$ cat src/rtl/alu_instr_encoder.sv
// ALU request to R-format instruction encoder with an output FIFO and issued/illegal counters.
// Optional macro ENC_NOR_EN: makes ALUOp 4'b1100 legal, encoding func 6'b100111 (nor).
module alu_instr_encoder #(
  parameter int DEPTH = 4,
  parameter int CNT_W = 8
) (
  input  logic             clock,
  input  logic             reset,
  input  logic             req_valid,
  output logic             req_ready,
  input  logic [3:0]       req_aluop,
  input  logic [4:0]       req_rs,
  input  logic [4:0]       req_rt,
  input  logic [4:0]       req_rd,
  output logic             instr_valid,
  input  logic             instr_ready,
  output logic [31:0]      instr,
  output logic             err_illegal,
  output logic [CNT_W-1:0] issued_cnt,
  output logic [CNT_W-1:0] illegal_cnt
);

  localparam int AW = (DEPTH > 1) ? $clog2(DEPTH) : 1;
  localparam logic [AW:0] FULL_CNT = (AW+1)'(DEPTH);

  typedef enum logic [1:0] {
    ST_EMPTY   = 2'd0,
    ST_PARTIAL = 2'd1,
    ST_FULL    = 2'd2
  } state_e;

  // Returns {legal, func}; unsupported codes return all zeros.
  function automatic logic [6:0] func_lookup(input logic [3:0] aluop);
    logic [6:0] res;
    case (aluop)
      4'b0010: res = {1'b1, 6'b100000};
      4'b0110: res = {1'b1, 6'b100010};
      4'b0000: res = {1'b1, 6'b100100};
      4'b0001: res = {1'b1, 6'b100101};
      4'b0111: res = {1'b1, 6'b101010};
`ifdef ENC_NOR_EN
      4'b1100: res = {1'b1, 6'b100111};
`endif
      default: res = 7'b0000000;
    endcase
    return res;
  endfunction

  state_e            state_q, state_d;
  logic [AW:0]       count_q, count_d;
  logic [AW-1:0]     wr_ptr_q, wr_ptr_d;
  logic [AW-1:0]     rd_ptr_q, rd_ptr_d;
  logic [31:0]       mem_q [DEPTH];
  logic              err_q, err_d;
  logic [CNT_W-1:0]  issued_q, issued_d;
  logic [CNT_W-1:0]  illegal_q, illegal_d;

  logic [6:0]        lookup_s;
  logic              accept_s, push_s, pop_s;
  logic [31:0]       word_s;

  // Handshake decode, occupancy, pointer, counter and state next-values
  always_comb begin
    lookup_s  = func_lookup(req_aluop);
    word_s    = {6'b000000, req_rs, req_rt, req_rd, 5'b00000, lookup_s[5:0]};
    accept_s  = req_valid && req_ready;
    push_s    = accept_s && lookup_s[6];
    pop_s     = instr_valid && instr_ready;

    count_d   = count_q;
    wr_ptr_d  = wr_ptr_q;
    rd_ptr_d  = rd_ptr_q;
    issued_d  = issued_q;
    illegal_d = illegal_q;
    err_d     = accept_s && !lookup_s[6];

    if (push_s && !pop_s) begin
      count_d = count_q + (AW+1)'(1);
    end else if (pop_s && !push_s) begin
      count_d = count_q - (AW+1)'(1);
    end else begin
      count_d = count_q;
    end

    if (push_s) wr_ptr_d = wr_ptr_q + AW'(1);
    else        wr_ptr_d = wr_ptr_q;

    if (pop_s) begin
      rd_ptr_d = rd_ptr_q + AW'(1);
      issued_d = issued_q + CNT_W'(1);
    end else begin
      rd_ptr_d = rd_ptr_q;
      issued_d = issued_q;
    end

    if (err_d) illegal_d = illegal_q + CNT_W'(1);
    else       illegal_d = illegal_q;

    // State mirrors the next occupancy so it stays in lockstep with count_q.
    if (count_d == (AW+1)'(0))  state_d = ST_EMPTY;
    else if (count_d == FULL_CNT) state_d = ST_FULL;
    else                        state_d = ST_PARTIAL;
  end

  // Control state, pointers and counters with synchronous reset
  always_ff @(posedge clock) begin
    if (reset) begin
      state_q   <= ST_EMPTY;
      count_q   <= '0;
      wr_ptr_q  <= '0;
      rd_ptr_q  <= '0;
      err_q     <= 1'b0;
      issued_q  <= '0;
      illegal_q <= '0;
    end else begin
      state_q   <= state_d;
      count_q   <= count_d;
      wr_ptr_q  <= wr_ptr_d;
      rd_ptr_q  <= rd_ptr_d;
      err_q     <= err_d;
      issued_q  <= issued_d;
      illegal_q <= illegal_d;
    end
  end

  // FIFO storage; contents are don't-care until covered by the occupancy count
  always_ff @(posedge clock) begin
    if (push_s && !reset) mem_q[wr_ptr_q] <= word_s;
  end

  always_comb begin
    req_ready   = (state_q != ST_FULL);
    instr_valid = (state_q != ST_EMPTY);
    instr       = instr_valid ? mem_q[rd_ptr_q] : 32'h0000_0000;
    err_illegal = err_q;
    issued_cnt  = issued_q;
    illegal_cnt = illegal_q;
  end

endmodule

$ cat config.mk
export PLATFORM = sky130hd
export DESIGN_NAME = alu_instr_encoder
export DESIGN_NICKNAME = d
export VERILOG_FILES = /design/src/rtl/alu_instr_encoder.sv
export SDC_FILE = /design/constraint.sdc
export NUM_CORES = 1
export LEC_CHECK = 0
export ABC_AREA = 1
export BUFFER_PORTS_ARGS = -buffer_cell sky130_fd_sc_hd__buf_2
export CAP_MARGIN = 25
export CORE_MARGIN = 2
export CORE_UTILIZATION = 60
export CTS_BUF_LIST = sky130_fd_sc_hd__clkbuf_4 sky130_fd_sc_hd__clkbuf_8
export DETAILED_ROUTE_END_ITERATION = 16
export PLACE_DENSITY_LB_ADDON = 0.12
export SKIP_CTS_REPAIR_TIMING = 1
export SYNTH_ARGS = -nofsm -noshare
export SYNTH_HDL_FRONTEND = slang
export SYNTH_SLANG_ARGS = --single-unit
$ cat constraint.sdc
create_clock -name clock -period 3.4 [get_ports clock]
set_input_delay 0 -clock clock [delete_from_list [all_inputs] [get_ports clock]]
set_output_delay 0 -clock clock [all_outputs]
set_load 0.005 [all_outputs]
### Word-level counts from Yosys, hierarchy flattened

Memory sizes are Yosys's and may differ from the RTL's. A register that Yosys moved wholly into a read port is not among the register bits.
Index checks and enable logic that the tools add are counted.

| cells by class | value |
|---|---|
| $add $sub $neg | 6 |
| equality and inequality tests | 6 |
| muxes and demuxes | 9 |
| reductions and logical operators | 15 |

Operator list:

| kind | number |
|---|---|
| $pmux W7 S5 | 1 |
| $mux W32 | 1 |
| $add A8 B1 Y8 const B | 2 |
| $eq A4 B3 Y1 const B | 2 |
| $logic_and A1 B1 Y1 | 7 |
| $mux W2 | 3 |
| $mux W3 | 2 |
| $add A2 B1 Y2 const B | 2 |
| $eq A4 B1 Y1 const B | 1 |
| $eq A4 B2 Y1 const B | 1 |
| $logic_not A1 Y1 | 4 |
| $logic_not A4 Y1 | 1 |
| $add A3 B1 Y3 const B | 1 |
| $eq A3 B3 Y1 const B | 1 |
| $logic_not A3 Y1 | 1 |
| $sub A3 B1 Y3 const B | 1 |
| $mux W1 | 2 |
| $ne A2 B2 Y1 const B | 1 |
| $reduce_bool A2 Y1 | 1 |
| $reduce_or A2 Y1 | 1 |

| storage, ports and cells | value |
|---|---|
| register bits | 26 |
| bits in writable memories | 84 |
| input bits | 23 |
| output and inout bits | 51 |
| word-level logic and storage cells | 44 |
| memories | 1 |

Memories:

| name | depth | bits a word | rd ports | clocked after Yosys merged registers in | write ports | line | text |
|---|---|---|---|---|---|---|---|
| mem_q | 4 | 21 | 1 | 1 | 1 | 53 | `logic [31:0] mem_q [DEPTH];` |

### Logic depth before layout (Yosys ltp)

| logic depth | value |
|---|---|
| depth after elaboration | 9 |
| depth in mapped cells | 10 |

### Least setup slack after synthesis

Ideal clock, no wire load.

| timing path | value |
|---|---|
| kind | reg2reg |
| start point | reg state_q[0] |
| end point | mem mem_q[0][0] in the netlist's numbering (enable) |
| arrival time | 1.667 ns |
| required time | 3.003 ns |
| slack | 1.336 ns |
| stages on the path, launching flop included | 5 |
| path buffers | 0 |
| path through | dfxtp_1 > inv_2 > a21oi_4 > nand3_1 > nor2_1 |

| between the ends | value |
|---|---|
| longest elaborated chain between the ends | 6 |

Ends and longest elaborated chain:

| what | line | text |
|---|---|---|
| start: declaration | 49 | `state_e state_q, state_d;` |
| start signal: assignment | 116 | `state_q <= state_d;` |
| $ne A2 B2 Y1 | 132 | `req_ready = (state_q != ST_FULL);` |
| $logic_and A1 B1 Y1 | 66 | `accept_s = req_valid && req_ready;` |
| $logic_and A1 B1 Y1 | 67 | `push_s = accept_s && lookup_s[6];` |
| $logic_and A1 B1 Y1 | 128 | `if (push_s && !reset) mem_q[wr_ptr_q] <= word_s;` |
| $mux W1 | 128 |  |
| $mux W1 (implied by the code) | 128 |  |
| end: declaration | 53 |  |

No other way between the ends.

==> results by group <==
Run status
  – Status: complete, no violations

Placed design
  – RD Place Congestion: 0.825
  – Pre-CTS setup slack: roughly 1.3 ns
  – Dpl cell area: 4960 µm²
  – Port bufs: 61
  – HPWL Detailed: slightly below 6 mm

GRT
  – GR Util met1: 0.271
  – Met3 usage: 0.0407
  – GRT Resource Usage Total: 0.218
  – Initial antenna violation count: 0
  – Vias in the first global route: around 3000
  – First-pass GRT wire length: 14.1 mm
  – GRT busiest layer: met2
  – Largest net degree at the start of global routing: 42
  – Met2 Use GR: 0.377
  – Final global-route overflow total: 0

Power
  – P_sw: ~0.89 mW
  – PD cells: ~560 nW/µm²
  – Sw frac: 0.299
  – Peak VDD IR: around 0.47 mV
  – Flop pwr share: 0.508
  – Leakage: 2.11 nW
  – P_int: 2.08 mW
  – Comb pwr share: 0.234
  – Clock power share: 0.258
  – Total design power: 2.96 mW

Die
  – Die width: roughly 92 µm
  – Die area: 8390 µm²
  – Core footprint: 7330 µm²
  – Std cell rows: 31
  – Die Y: around 92 µm
  – IO Pins: 74
  – Initial Util: 0.628

Setup path
  – FF-to-FF Start: state_q[0]
  – CP max FO: 21
  – Worst R2R Setup Slack: 1.29 ns
  – Worst R2R Path Depth: 4
  – CP Capture Type: output pin
  – Setup crit start kind: flop
  – Arr. time, crit path: 2.48 ns
  – CP Cell Sequence: inv_1, nor2_1, o21ai_0, a21oi_1, buf_2
  – CP peak stage delay: 0.89 ns
  – Slowest CP cell: dfxtp_1
  – Critical path required time: about 3.4 ns
  – Critical path class: flop to output pin
  – Crit path capture: instr[22]
  – R2R Path End: mem_q[2][3]

Synthesis
  – Main synth FF type: edfxtp_1
  – Sequential-to-total area share from yosys stat: 0.644
  – Mapped Area: 4600 µm²
  – Count of cell types in the netlist: 26
  – FFs w/ async S/R, synth: 0
  – Syn Area/Cell: between 10 and 15 µm²
  – Post-synth EDFFs: 80
  – Syn. warnings: 0
  – FF+latch count, synth: 108
  – Mapped Cells: 448

Timing
  – Final Cycle Share: 0.729
  – Minimum clock period: 2.48 ns
  – Worst Skew: 0.0154 ns
  – Worst setup margin: 0.922 ns
  – RSZ-0062 raised after global routing: false
  – Max-Slew Margin vs Limit: 0.317
  – Max Slew Vio Count: 0
  – Max Clk Rate: 0.404 GHz
  – Final Hold Viols: 0
  – Final setup viols: 0
  – Setup TNS: 0 ns
  – Tightest Pin Transition: 1.02 ns

Clock tree
  – CTS Buf Count: 9
  – Clock transition at the registers of the reported paths: 0.09 ns
  – H-Tree Depth: 3
  – Clock Latency Late Sink: roughly 0.36 ns
  – Clk sinks: 108
  – TritonCTS clock tree: done
  – Root Driver: clkbuf_8
  – Clock tree buffer depth: 2

Routing
  – Final ANT Viol Nets: 0
  – Iteration count of the initial detailed-routing pass: 4
  – Vias per cell: 5.25
  – WL final: 8.87 mm
  – Initial DRC Count: approximately 250
  – Wirelength per Cell: 14.2 µm
  – Detailed-route DRC error count: 0
  – DR vias: 3288

Layout
  – Share of cells above drive strength 1: 0.192
  – Diodes inserted: 0
  – Fillers: 547
  – Final nets: 553
  – Final Util: 0.725
  – Final Instance Area: around 5300 µm²
  – Syn-to-layout area delta: 15.5%

Hold path
  – Type of the worst min-delay path: primary input to flop

Job
  – Max_cap viols: 0
[power groups by stage]
| stage | sequential, mW | clock, mW | combinational (mW) |
|---|---|---|---|
| 2_1_floorplan | 1.52 | 0 | 0.463 |
| 3_3_place_gp | 1.53 | 0 | 0.663 |
| 3_5_place_dp | 1.54 | 0 | 0.684 |
| 4_1_cts | 1.51 | 0.776 | 0.687 |
| 5_1_grt | 1.51 | 0.825 | 0.792 |
| 6_report | 1.51 | 0.764 | 0.694 |
[cell families (layout without fill, tap and decap cells)]
| logic type | count (synthesis) | in the layout | share of synthesized area |
|---|---|---|---|
| DFF | 108 | 108 | 0.644 |
| buffers and inverters | 64 | 132 | 0.0636 |
| other | 1 | 12 | 0.000815 |
| adders and majority gates | 8 | 8 | 0.0217 |
| AOI/OAI and AO/OA | 87 | 87 | 0.0970 |
| xor gates and xnor gates | 4 | 4 | 0.00761 |
| and+or+nand+nor | 176 | 176 | 0.166 |
[per-stage QoR]
step / hold slack [ns] / instances
floorplan: 0.0989 / 459
finish: 0.0292 / 626
detailed placement: 0.229 / 594
global placement: 0.225 / 594
CTS: -0.148 / 610
global route: 0.0232 / 626
[placed cells by master, fill, tap and decap left out, types with 2 or more instances in the layout]
cell type	instances
nor2_1	106
edfxtp_1	80
buf_2	61
o21ai_0	49
a21oi_1	36
inv_1	32
nand2_1	32
dfxtp_1	28
dlygate4sd3_1	16
nand3_1	14
conb_1	12
clkbuf_8	10
ha_1	8
nor2_2	5
buf_4	5
nand2_2	4
nand4_1	4
xor2_1	4
nor3_1	3
clkinv_2	3
nand3_2	2
nand2_4	2
inv_2	2
nor3_2	2
[worst max-delay path: cells and delay by family, from the launching register on]
kind,cells,cell delay [ns]
buffers and inverters,2,0.69
flip-flops,1,0.89
AND/OR/NAND/NOR,1,0.23
AO/OA/AOI/OAI,2,0.31
[registers in the layout (all words and copies together), names as in the netlist, named ones only]
register     cells
illegal_cnt      8
state_q          2
count_q          3
err_illegal      1
rd_ptr_q         2
issued_cnt       8
mem_q           80
wr_ptr_q         2
[final cells by class]
class,instances,area (µm²),share of cell area
clock inverter,6,61.3,0.0115
inverter,34,128,0.0240
multi-input combinational,287,1400,0.263
timing repair buffer,82,503,0.0946
tap,99,124,0.0233
clock buffer,10,138,0.0259
sequential,108,2960,0.557
[synth_stat cells (3+ instances only)]
| cell type | number | area (µm²) |
|---|---|---|
| nor2_1 | 110 | 413 |
| clkbuf_1 | 14 | 52.6 |
| a21oi_1 | 36 | 180 |
| ha_1 | 8 | 100 |
| inv_1 | 32 | 120 |
| nand4_1 | 4 | 25.0 |
| nor3_1 | 3 | 15.0 |
| buf_4 | 13 | 97.6 |
| xor2_1 | 4 | 35.0 |
| buf_2 | 3 | 15.0 |
| edfxtp_1 | 80 | 2400 |
| nand2_1 | 32 | 120 |
| nand3_1 | 14 | 70.1 |
| dfxtp_1 | 28 | 561 |
| nand2_2 | 4 | 25.0 |
| o21ai_0 | 49 | 245 |
[how the worst min path moves through the flow]
| stage | startpoint | end | cells past startpoint |
|---|---|---|---|
| floorplan | req_rd[4] | mem_q[0][10] | 0 |
| global route | req_aluop[1] | mem_q[3][2] | 2 |
| CTS | req_rs[0] | mem_q[1][16] | 1 |
| finish | req_aluop[1] | mem_q[3][0] | 2 |
| detailed placement | req_rd[2] | mem_q[1][8] | 1 |
| global placement | req_rs[0] | mem_q[1][16] | 1 |
[metal layers]
layer,vias up,wire length [µm]
li1,1633,-
met1,1532,3890
met2,108,4410
met3,15,424
met4,0,149
met5,-,0
Power figures use the tool's default switching activity.
